<file path="config.mk">
export PLATFORM = sky130hd
export DESIGN_NAME = multi_zone_irrigation_ctrl
export DESIGN_NICKNAME = d
export VERILOG_FILES = /design/src/rtl/multi_zone_irrigation_ctrl.sv
export SDC_FILE = /design/constraint.sdc
export NUM_CORES = 1
export LEC_CHECK = 0
export ABC_AREA = 1
export CAP_MARGIN = 20
export CORE_ASPECT_RATIO = 1.1
export CORE_UTILIZATION = 25
export CTS_BUF_LIST = sky130_fd_sc_hd__clkbuf_16
export CTS_CLUSTER_SIZE = 14
export DETAILED_ROUTE_END_ITERATION = 8
export HOLD_SLACK_MARGIN = 0.02
export SLEW_MARGIN = 20
export SYNTH_ARGS = -nofsm -noshare
export SYNTH_HDL_FRONTEND = slang
export SYNTH_SLANG_ARGS = --single-unit
</file>
<file path="constraint.sdc">
create_clock -name clk -period 2 [get_ports clk]
set_input_delay 0.6 -clock clk [delete_from_list [all_inputs] [get_ports clk]]
set_output_delay 0.6 -clock clk [all_outputs]
set_load 0.02 [all_outputs]
</file>
<file path="src/rtl/multi_zone_irrigation_ctrl.sv">
// multi_zone_irrigation_ctrl
// Tank level decode with inlet-valve hysteresis and a fill watchdog, plus a
// round-robin zone watering FSM (IDLE/SCAN/IRRIGATE/SETTLE) with per-zone
// timeouts and latched faults. All outputs come straight from flops.
// Optional build macro: TEMP_INHIBIT_EN (T=1 holds off new irrigations).
module multi_zone_irrigation_ctrl #(
   parameter int ZONES         = 4,
   parameter int TW            = 8,
   parameter int MAX_IRR_TICKS = 60,
   parameter int SETTLE_TICKS  = 5,
   parameter int FILL_TIMEOUT  = 120
) (
   input  logic                     clk,
   input  logic                     rest,
   input  logic                     tick,
   input  logic                     H,
   input  logic                     M,
   input  logic                     L,
   input  logic [ZONES-1:0]         Us,
   input  logic [ZONES-1:0]         Ua,
   input  logic                     T,
   input  logic                     switch,
   output logic                     Ve,
   output logic [ZONES-1:0]         Vz,
   output logic [1:0]               level,
   output logic                     Erro,
   output logic                     Alarme,
   output logic [ZONES-1:0]         zone_err,
   output logic [$clog2(ZONES)-1:0] active_zone,
   output logic                     busy
);
   localparam int AW = $clog2(ZONES);
`ifdef TEMP_INHIBIT_EN
   localparam logic TEMP_INHIBIT = 1'b1;
`else
   localparam logic TEMP_INHIBIT = 1'b0;
`endif

   typedef enum logic [1:0] {S_IDLE, S_SCAN, S_IRRIGATE, S_SETTLE} state_t;

   state_t           state_q;
   logic [1:0]       level_q, level_d;
   logic             erro_q, erro_d;
   logic             ve_q, ve_d;
   logic [TW-1:0]    fill_cnt_q, fill_cnt_d;
   logic             fill_lock_q, fill_lock_d;
   logic             fill_hit;
   logic             alarm_q;
   logic [ZONES-1:0] vz_q, zone_err_q;
   logic [AW-1:0]    ptr_q, active_zone_q, scan_cnt_q;
   logic [TW-1:0]    irr_cnt_q, settle_cnt_q;
   logic             busy_q;
   logic [AW-1:0]    ptr_inc, az_inc;
   logic             cand, both_flags;
   logic             exit_norm, exit_to, exit_dry, exit_abort;

   // Counters stick at all-ones instead of wrapping.
   function automatic logic [TW-1:0] sat_inc(input logic [TW-1:0] v);
      return (&v) ? v : v + 1'b1;
   endfunction

   // Zone index increment wrapping ZONES-1 back to 0.
   function automatic logic [AW-1:0] wrap_inc(input logic [AW-1:0] v);
      return (v == AW'(ZONES - 1)) ? '0 : v + 1'b1;
   endfunction

   // Level decode, inlet valve hysteresis and fill-timeout lock.
   always_comb begin
      level_d = level_q;
      erro_d  = 1'b0;
      case ({H, M, L})
         3'b000:  level_d = 2'd0;
         3'b001:  level_d = 2'd1;
         3'b011:  level_d = 2'd2;
         3'b111:  level_d = 2'd3;
         default: erro_d  = 1'b1;
      endcase
      fill_hit    = (fill_cnt_q == TW'(FILL_TIMEOUT));
      fill_lock_d = fill_lock_q | fill_hit;
      ve_d        = ve_q;
      if (!M && !erro_q) ve_d = 1'b1;
      // Clearing wins over setting; the watchdog lock overrides everything.
      if (H || erro_q || fill_lock_d) ve_d = 1'b0;
      if (!ve_q)
         fill_cnt_d = '0;
      else if (tick)
         fill_cnt_d = sat_inc(fill_cnt_q);
      else
         fill_cnt_d = fill_cnt_q;
   end

   // Tank-side state registers.
   always_ff @(posedge clk) begin
      if (rest) begin
         level_q     <= '0;
         erro_q      <= 1'b0;
         ve_q        <= 1'b0;
         fill_cnt_q  <= '0;
         fill_lock_q <= 1'b0;
      end else begin
         level_q     <= level_d;
         erro_q      <= erro_d;
         ve_q        <= ve_d;
         fill_cnt_q  <= fill_cnt_d;
         fill_lock_q <= fill_lock_d;
      end
   end

   assign ptr_inc    = wrap_inc(ptr_q);
   assign az_inc     = wrap_inc(active_zone_q);
   assign both_flags = Us[ptr_q] & Ua[ptr_q];
   assign cand       = Us[ptr_q] & ~Ua[ptr_q] & ~zone_err_q[ptr_q] & ~(TEMP_INHIBIT & T);
   assign exit_norm  = Ua[active_zone_q] | ~Us[active_zone_q];
   assign exit_to    = (irr_cnt_q == TW'(MAX_IRR_TICKS));
   assign exit_dry   = ~L;
   assign exit_abort = ~switch | erro_q;

   // Zone FSM with registered valve, pointer, fault and busy outputs.
   always_ff @(posedge clk) begin
      if (rest) begin
         state_q       <= S_IDLE;
         vz_q          <= '0;
         zone_err_q    <= '0;
         ptr_q         <= '0;
         active_zone_q <= '0;
         scan_cnt_q    <= '0;
         irr_cnt_q     <= '0;
         settle_cnt_q  <= '0;
         busy_q        <= 1'b0;
         alarm_q       <= 1'b0;
      end else begin
         alarm_q <= alarm_q | fill_hit | ((state_q == S_IRRIGATE) & exit_dry);
         case (state_q)
            S_IDLE: begin
               if (switch && L && !erro_q) begin
                  state_q    <= S_SCAN;
                  scan_cnt_q <= '0;
                  busy_q     <= 1'b1;
               end
            end
            S_SCAN: begin
               if (both_flags) zone_err_q[ptr_q] <= 1'b1;
               if (cand) begin
                  state_q       <= S_IRRIGATE;
                  vz_q          <= ZONES'(1) << ptr_q;
                  active_zone_q <= ptr_q;
                  irr_cnt_q     <= '0;
               end else begin
                  ptr_q <= ptr_inc;
                  if (scan_cnt_q == AW'(ZONES - 1)) begin
                     state_q <= S_IDLE;
                     busy_q  <= 1'b0;
                  end else begin
                     scan_cnt_q <= scan_cnt_q + 1'b1;
                  end
               end
            end
            S_IRRIGATE: begin
               if (tick) irr_cnt_q <= sat_inc(irr_cnt_q);
               if (exit_norm || exit_to || exit_dry || exit_abort) begin
                  state_q      <= S_SETTLE;
                  vz_q         <= '0;
                  settle_cnt_q <= '0;
                  ptr_q        <= az_inc;
                  if (exit_to) zone_err_q[active_zone_q] <= 1'b1;
               end
            end
            default: begin
               if (settle_cnt_q == TW'(SETTLE_TICKS)) begin
                  if (switch) begin
                     state_q    <= S_SCAN;
                     scan_cnt_q <= '0;
                  end else begin
                     state_q <= S_IDLE;
                     busy_q  <= 1'b0;
                  end
               end else if (tick) begin
                  settle_cnt_q <= sat_inc(settle_cnt_q);
               end
            end
         endcase
      end
   end

   assign Ve          = ve_q;
   assign Vz          = vz_q;
   assign level       = level_q;
   assign Erro        = erro_q;
   assign Alarme      = alarm_q;
   assign zone_err    = zone_err_q;
   assign active_zone = active_zone_q;
   assign busy        = busy_q;
endmodule

</file>
Word level (Yosys, flattened, before mapping)
Cells that the tools add are included.
{ "op_classes": {"n_shift": 1, "bitwise_logic": 20, "addsub": 6, "magnitude_cmp": 4, "eq_ne": 25, "mux": 56, "n_reduce_logical": 37} }
{ "op_table": {"columns": ["op", "count"], "rows": [
  ["$mux 8", 7],
  ["$pmux 8 s2", 2],
  ["$mux 2", 14],
  ["$add 8x1->8 const B", 3],
  ["$reduce_and 8->1", 3],
  ["$ne 2x2->1 const B", 11],
  ["$mux 4", 5],
  ["$pmux 4 s2", 2],
  ["$mux 1", 14],
  ["$pmux 2 s3", 2],
  ["$reduce_and 4->1", 3],
  ["$reduce_and 6->1", 2],
  ["$bmux 1 s2", 5],
  ["$not 1->1", 9],
  ["$eq 2x2->1 const B", 4],
  ["$eq 8x3->1 const B", 1],
  ["$eq 8x6->1 const B", 1],
  ["$eq 8x7->1 const B", 1],
  ["$or 4x4->4", 2],
  ["$pmux 2 s4", 1],
  ["$reduce_bool 4->1", 2],
  ["$add 2x1->2 const B", 3],
  ["$lt 2x3->1 const B", 2],
  ["$reduce_and 3->1", 2],
  ["other kinds (25)", 48]
]} }
{ "totals": {"ff_bits": 47, "inputBits": 16} }

Depth between registers and ports, before layout
{ "depth": {"ltp_word": 9, "ltp_mapped": 12, "ltp_nobuf": 11} }

Least setup slack after synthesis
Ideal clock, no wire load.
{ "synth_timing": {"path_kind": "input to register", "start": "input port switch", "end": "register settle_cnt_q[0]", "setup_time_ns": 0.114, "stages": 10, "required_time_ns": 1.886, "arrival_ns": 1.417, "slack_ns": 0.470, "path_cell_list": "nand2_1 > nor2_1 > nand2_4 > a21oi_4 > nand2_4 > nand2_2 > buf_6 > nand2_1 > nand2_1 > nor2_1"} }
{ "synth_via": {"elab_chain_len": 5} }
{ "synth_rtl": {"columns": ["item", "line_no", "text"], "rows": [
  ["from (decl)", "22", "input logic switch,"],
  ["$not 1->1", "116", "assign exit_abort = ~switch | erro_q;"],
  ["$or 1x1->1", "116", null],
  ["$logic_or 1x1->1", "160", "if (exit_norm || exit_to || exit_dry || exit_abort) begin"],
  ["$ne 2x1->1 (no line)", null, null],
  ["$reduce_and 5->1 (no line)", null, null],
  ["to (signal assigned)", "178", "settle_cnt_q <= sat_inc(settle_cnt_q);"],
  ["to (decl)", "51", "logic [TW-1:0] irr_cnt_q, settle_cnt_q;"]
]} }
No other way between the ends.
A chain may end at the register's enable or synchronous reset.

Final worst setup path
{ "layout_timing": {"start": "register active_zone_q[1], in the netlist active_zone[1]", "end": "output port active_zone[1]"} }
{ "layout_lines": {"columns": ["item", "line_no", "text"], "rows": [
  ["from (decl)", "50", "logic [AW-1:0] ptr_q, active_zone_q, scan_cnt_q;"],
  ["from (signal assigned)", "146", "active_zone_q <= ptr_q;"],
  ["to (decl)", "29", "output logic [$clog2(ZONES)-1:0] active_zone,"]
]} }
No word-level cell between the ends.

==> qor.yml <==
floorplanning:
  rows: 41
  dieArea_um2: 12100
  core_um2: 11400
  die_x_um: 105
  die_h_um: 115
  start_util_pct: 25.6
  pin_count: 32
global_route:
  grt_max_degree: 18
  antenna_found_initial: 0
  grt_first_pass_wirelength_um: 11200
  grt_util_all_layers_pct: 11.6
  grt_pass1_vias: 2480
  met3_usage_pct: 2.19
  gr-total-overflow: 0
  grt_use_met2_pct: 21.3
  grt_busiest_layer: "met2"
  use_met1_pct: 13.6
placed_design:
  dp_slack_ps: -261
  port_buffers: 30
  gp_congestion: 0.824
  place_hpwl_um: 5180
  dpl-instance-area_um2: 3520
setup_path:
  endpoint_kind: "primary output"
  r2r-start: "ptr_q[0]"
  cpMaxStageDelayCell: "clkdlybuf4s50_1"
  cp_slowest_stage_delay_ps: 640
  worst-r2r-setup-slack_ps: 360
  worstPathRequired_ps: 1400
  startpoint_type: "flip-flop"
  cp_max_fo: 5
  path_class: "flip-flop to primary output"
  path_buf_inv: 1
  arrival_ps: 1340
  critPathLaunch: "active_zone[1]"
  path_delay_family: "buffers and inverters"
  crit_chain: "clkdlybuf4s50_1"
timing:
  fmax_mhz: 515
  whs_ps: 482
  maxSlewHeadroom_pct: 77.4
  finalHoldViolCount: 0
  setup_viol: 0
  setup_slack_ps: 56.5
  fin_skew_ps: 3.83
  finalCriticalPeriod_ps: 1940
  period_share_pct: 97.2
  slew_viol_final: 0
  tightest_slew_ps: 339
cells_and_area:
  finish.utilization_pct: 32.4
  area_growth_pct: 26.6
  multi_input_area_um2: 1720
  drive_above_1_share_pct: 12.5
  nets: 518
  diodes: 0
  regArea_um2: 941
  fillerInstances: 1224
  stdcell_area_um2: 3700
logic_synthesis:
  synth_top_area_share_pct: 32.2
  synth_seq_area_share_pct: 32.2
  synth_nets: 466
  synth_top_area_cell: "dfxtp_1"
  synth-edff-count: 0
  synthArstFlopShare_pct: 0
  ys_seq_elements: 47
  yosys_warnings: 0
  syn_avg_cell_area_um2: 6.72
  netlist_area_um2: 2920
  postSynthCellCount: 435
  synthDistinctLibCells: 38
  yosys-top-cells-area: "dfxtp_1, nand2_1, nor2_1"
  synth_flop_cell: "dfxtp_1"
  yosysMostFrequentCell: "nand2_1"
  ys_top_cells_by_count: "nand2_1, nor2_1, dfxtp_1, inv_1, nand3_1"
pwr:
  peakVddDrop_mv: 0.476
  powerDensity_nw_per_um2: 1090
  total_power_mw: 4.03
  p_leak_nw: 1.63
cts:
  h-tree-depth: 2
  clockBufferDepth: 2
  cts.sinks: 47
  cts_tree: "yes"
  clkLatencyLatePin_ps: 290
  holdBufCountCts: 0
  path_clk_slew_ps: 60
  cts_buffers: 5
  root_buffer: "clkbuf_16"
detailed_routing:
  drt_wl_total_um: 6750
  drtIter0Drc: 117
  dr.pass1.iters: 6
  drc: 0
  vias: 2790
  wl_per_cell_um: 10.6
  viasPerCell: 4.37
  ant_nets: 0
run:
  cap_violations: 0
outcome:
  status: "finished, final reports clean"
min_path:
  worstHoldPathType: "flip-flop to flip-flop"
  min_from: "Vz[0]"
## where the power goes
| group | leakage [nW] | switching, mW | total [mW] | internal (mW) |
|---|---|---|---|---|
| Combinational | 1.17 | 1.06 | 1.80 | 0.739 |
| Clock | 0.0812 | 0.357 | 0.940 | 0.583 |
| Sequential | 0.381 | 0.185 | 1.29 | 1.11 |
## area by class of cell
cell class	count	area share, %
Tap cell	150	5.07
Clock inverter	3	1.05
Clock buffer	5	3.38
Inverter	49	5.24
Sequential cell	47	25.4
Multi-Input combinational cell	329	46.5
Timing Repair Buffer	55	13.4
## registers in the layout, summed over array words and instances, names as in the netlist
| register | flops |
|---|---|
| settle_cnt_q | 8 |
| Alarme | 1 |
| active_zone | 2 |
| ptr_q | 2 |
| state_q | 2 |
| irr_cnt_q | 8 |
| scan_cnt_q | 2 |
| zone_err | 4 |
| fill_lock_q | 1 |
| level | 2 |
| busy | 1 |
| Ve | 1 |
| Vz | 4 |
| Erro | 1 |
| fill_cnt_q | 8 |
## layout by cell type, fill, tap and decap left out, drive strengths merged
| cell | instances |
|---|---|
| a211oi | 1 |
| a21oi | 36 |
| a31oi | 1 |
| buf | 25 |
| bufinv | 1 |
| clkbuf | 5 |
| clkdlybuf4s50 | 29 |
| clkinv | 2 |
| dfxtp | 47 |
| dlygate4sd2 | 1 |
| ha | 15 |
| inv | 49 |
| nand2 | 130 |
| nand3 | 40 |
| nand3b | 2 |
| nand4 | 8 |
| nor2 | 62 |
| nor3 | 5 |
| nor3b | 3 |
| nor4 | 1 |
| o211ai | 1 |
| o21ai | 11 |
| o21bai | 2 |
| o22ai | 1 |
| or2 | 2 |
| xnor2 | 3 |
| xor2 | 5 |
## through the flow
stage,TNS [ps],instances
2_1_floorplan,0,435
3_3_place_gp,-3830,630
3_5_place_dp,-4390,630
4_1_cts,0,638
5_1_grt,-1.39,638
6_report,0,638
## path summary, 6_finish.rpt
| kind | endpoint | depth (start not counted) |
|---|---|---|
| hold reg to reg | Vz[0] | 2 |
| setup / recovery | active_zone[1] | 1 |
| hold / removal | Vz[0] | 2 |
| setup reg to reg | irr_cnt_q[3] | 8 |
## cell families (layout without fill, tap and decap cells)
kind of cell | count (synthesis) | in the layout | synth area share [%]
AOI/OAI and AO/OA | 53 | 53 | 10.1
xor gates and xnor gates | 8 | 8 | 2.40
adders and majority gates | 15 | 15 | 6.42
buffers and inverters | 59 | 112 | 9.33
DFF | 47 | 47 | 32.2
and+or+nand+nor | 253 | 253 | 39.5
## layer usage
metal	vias up	wire length, um
met5	-	0
met4	0	125
met3	8	167
met2	32	3340
met1	1254	3120
li1	1496	-
## repair_timing
action	4_1_cts	5_1_grt
endpoints found under the setup margin	1	16
setup buffers	0	0
resized for setup	1	6
pin swaps	0	0
No activity file was read; power rests on OpenSTA's default activity.
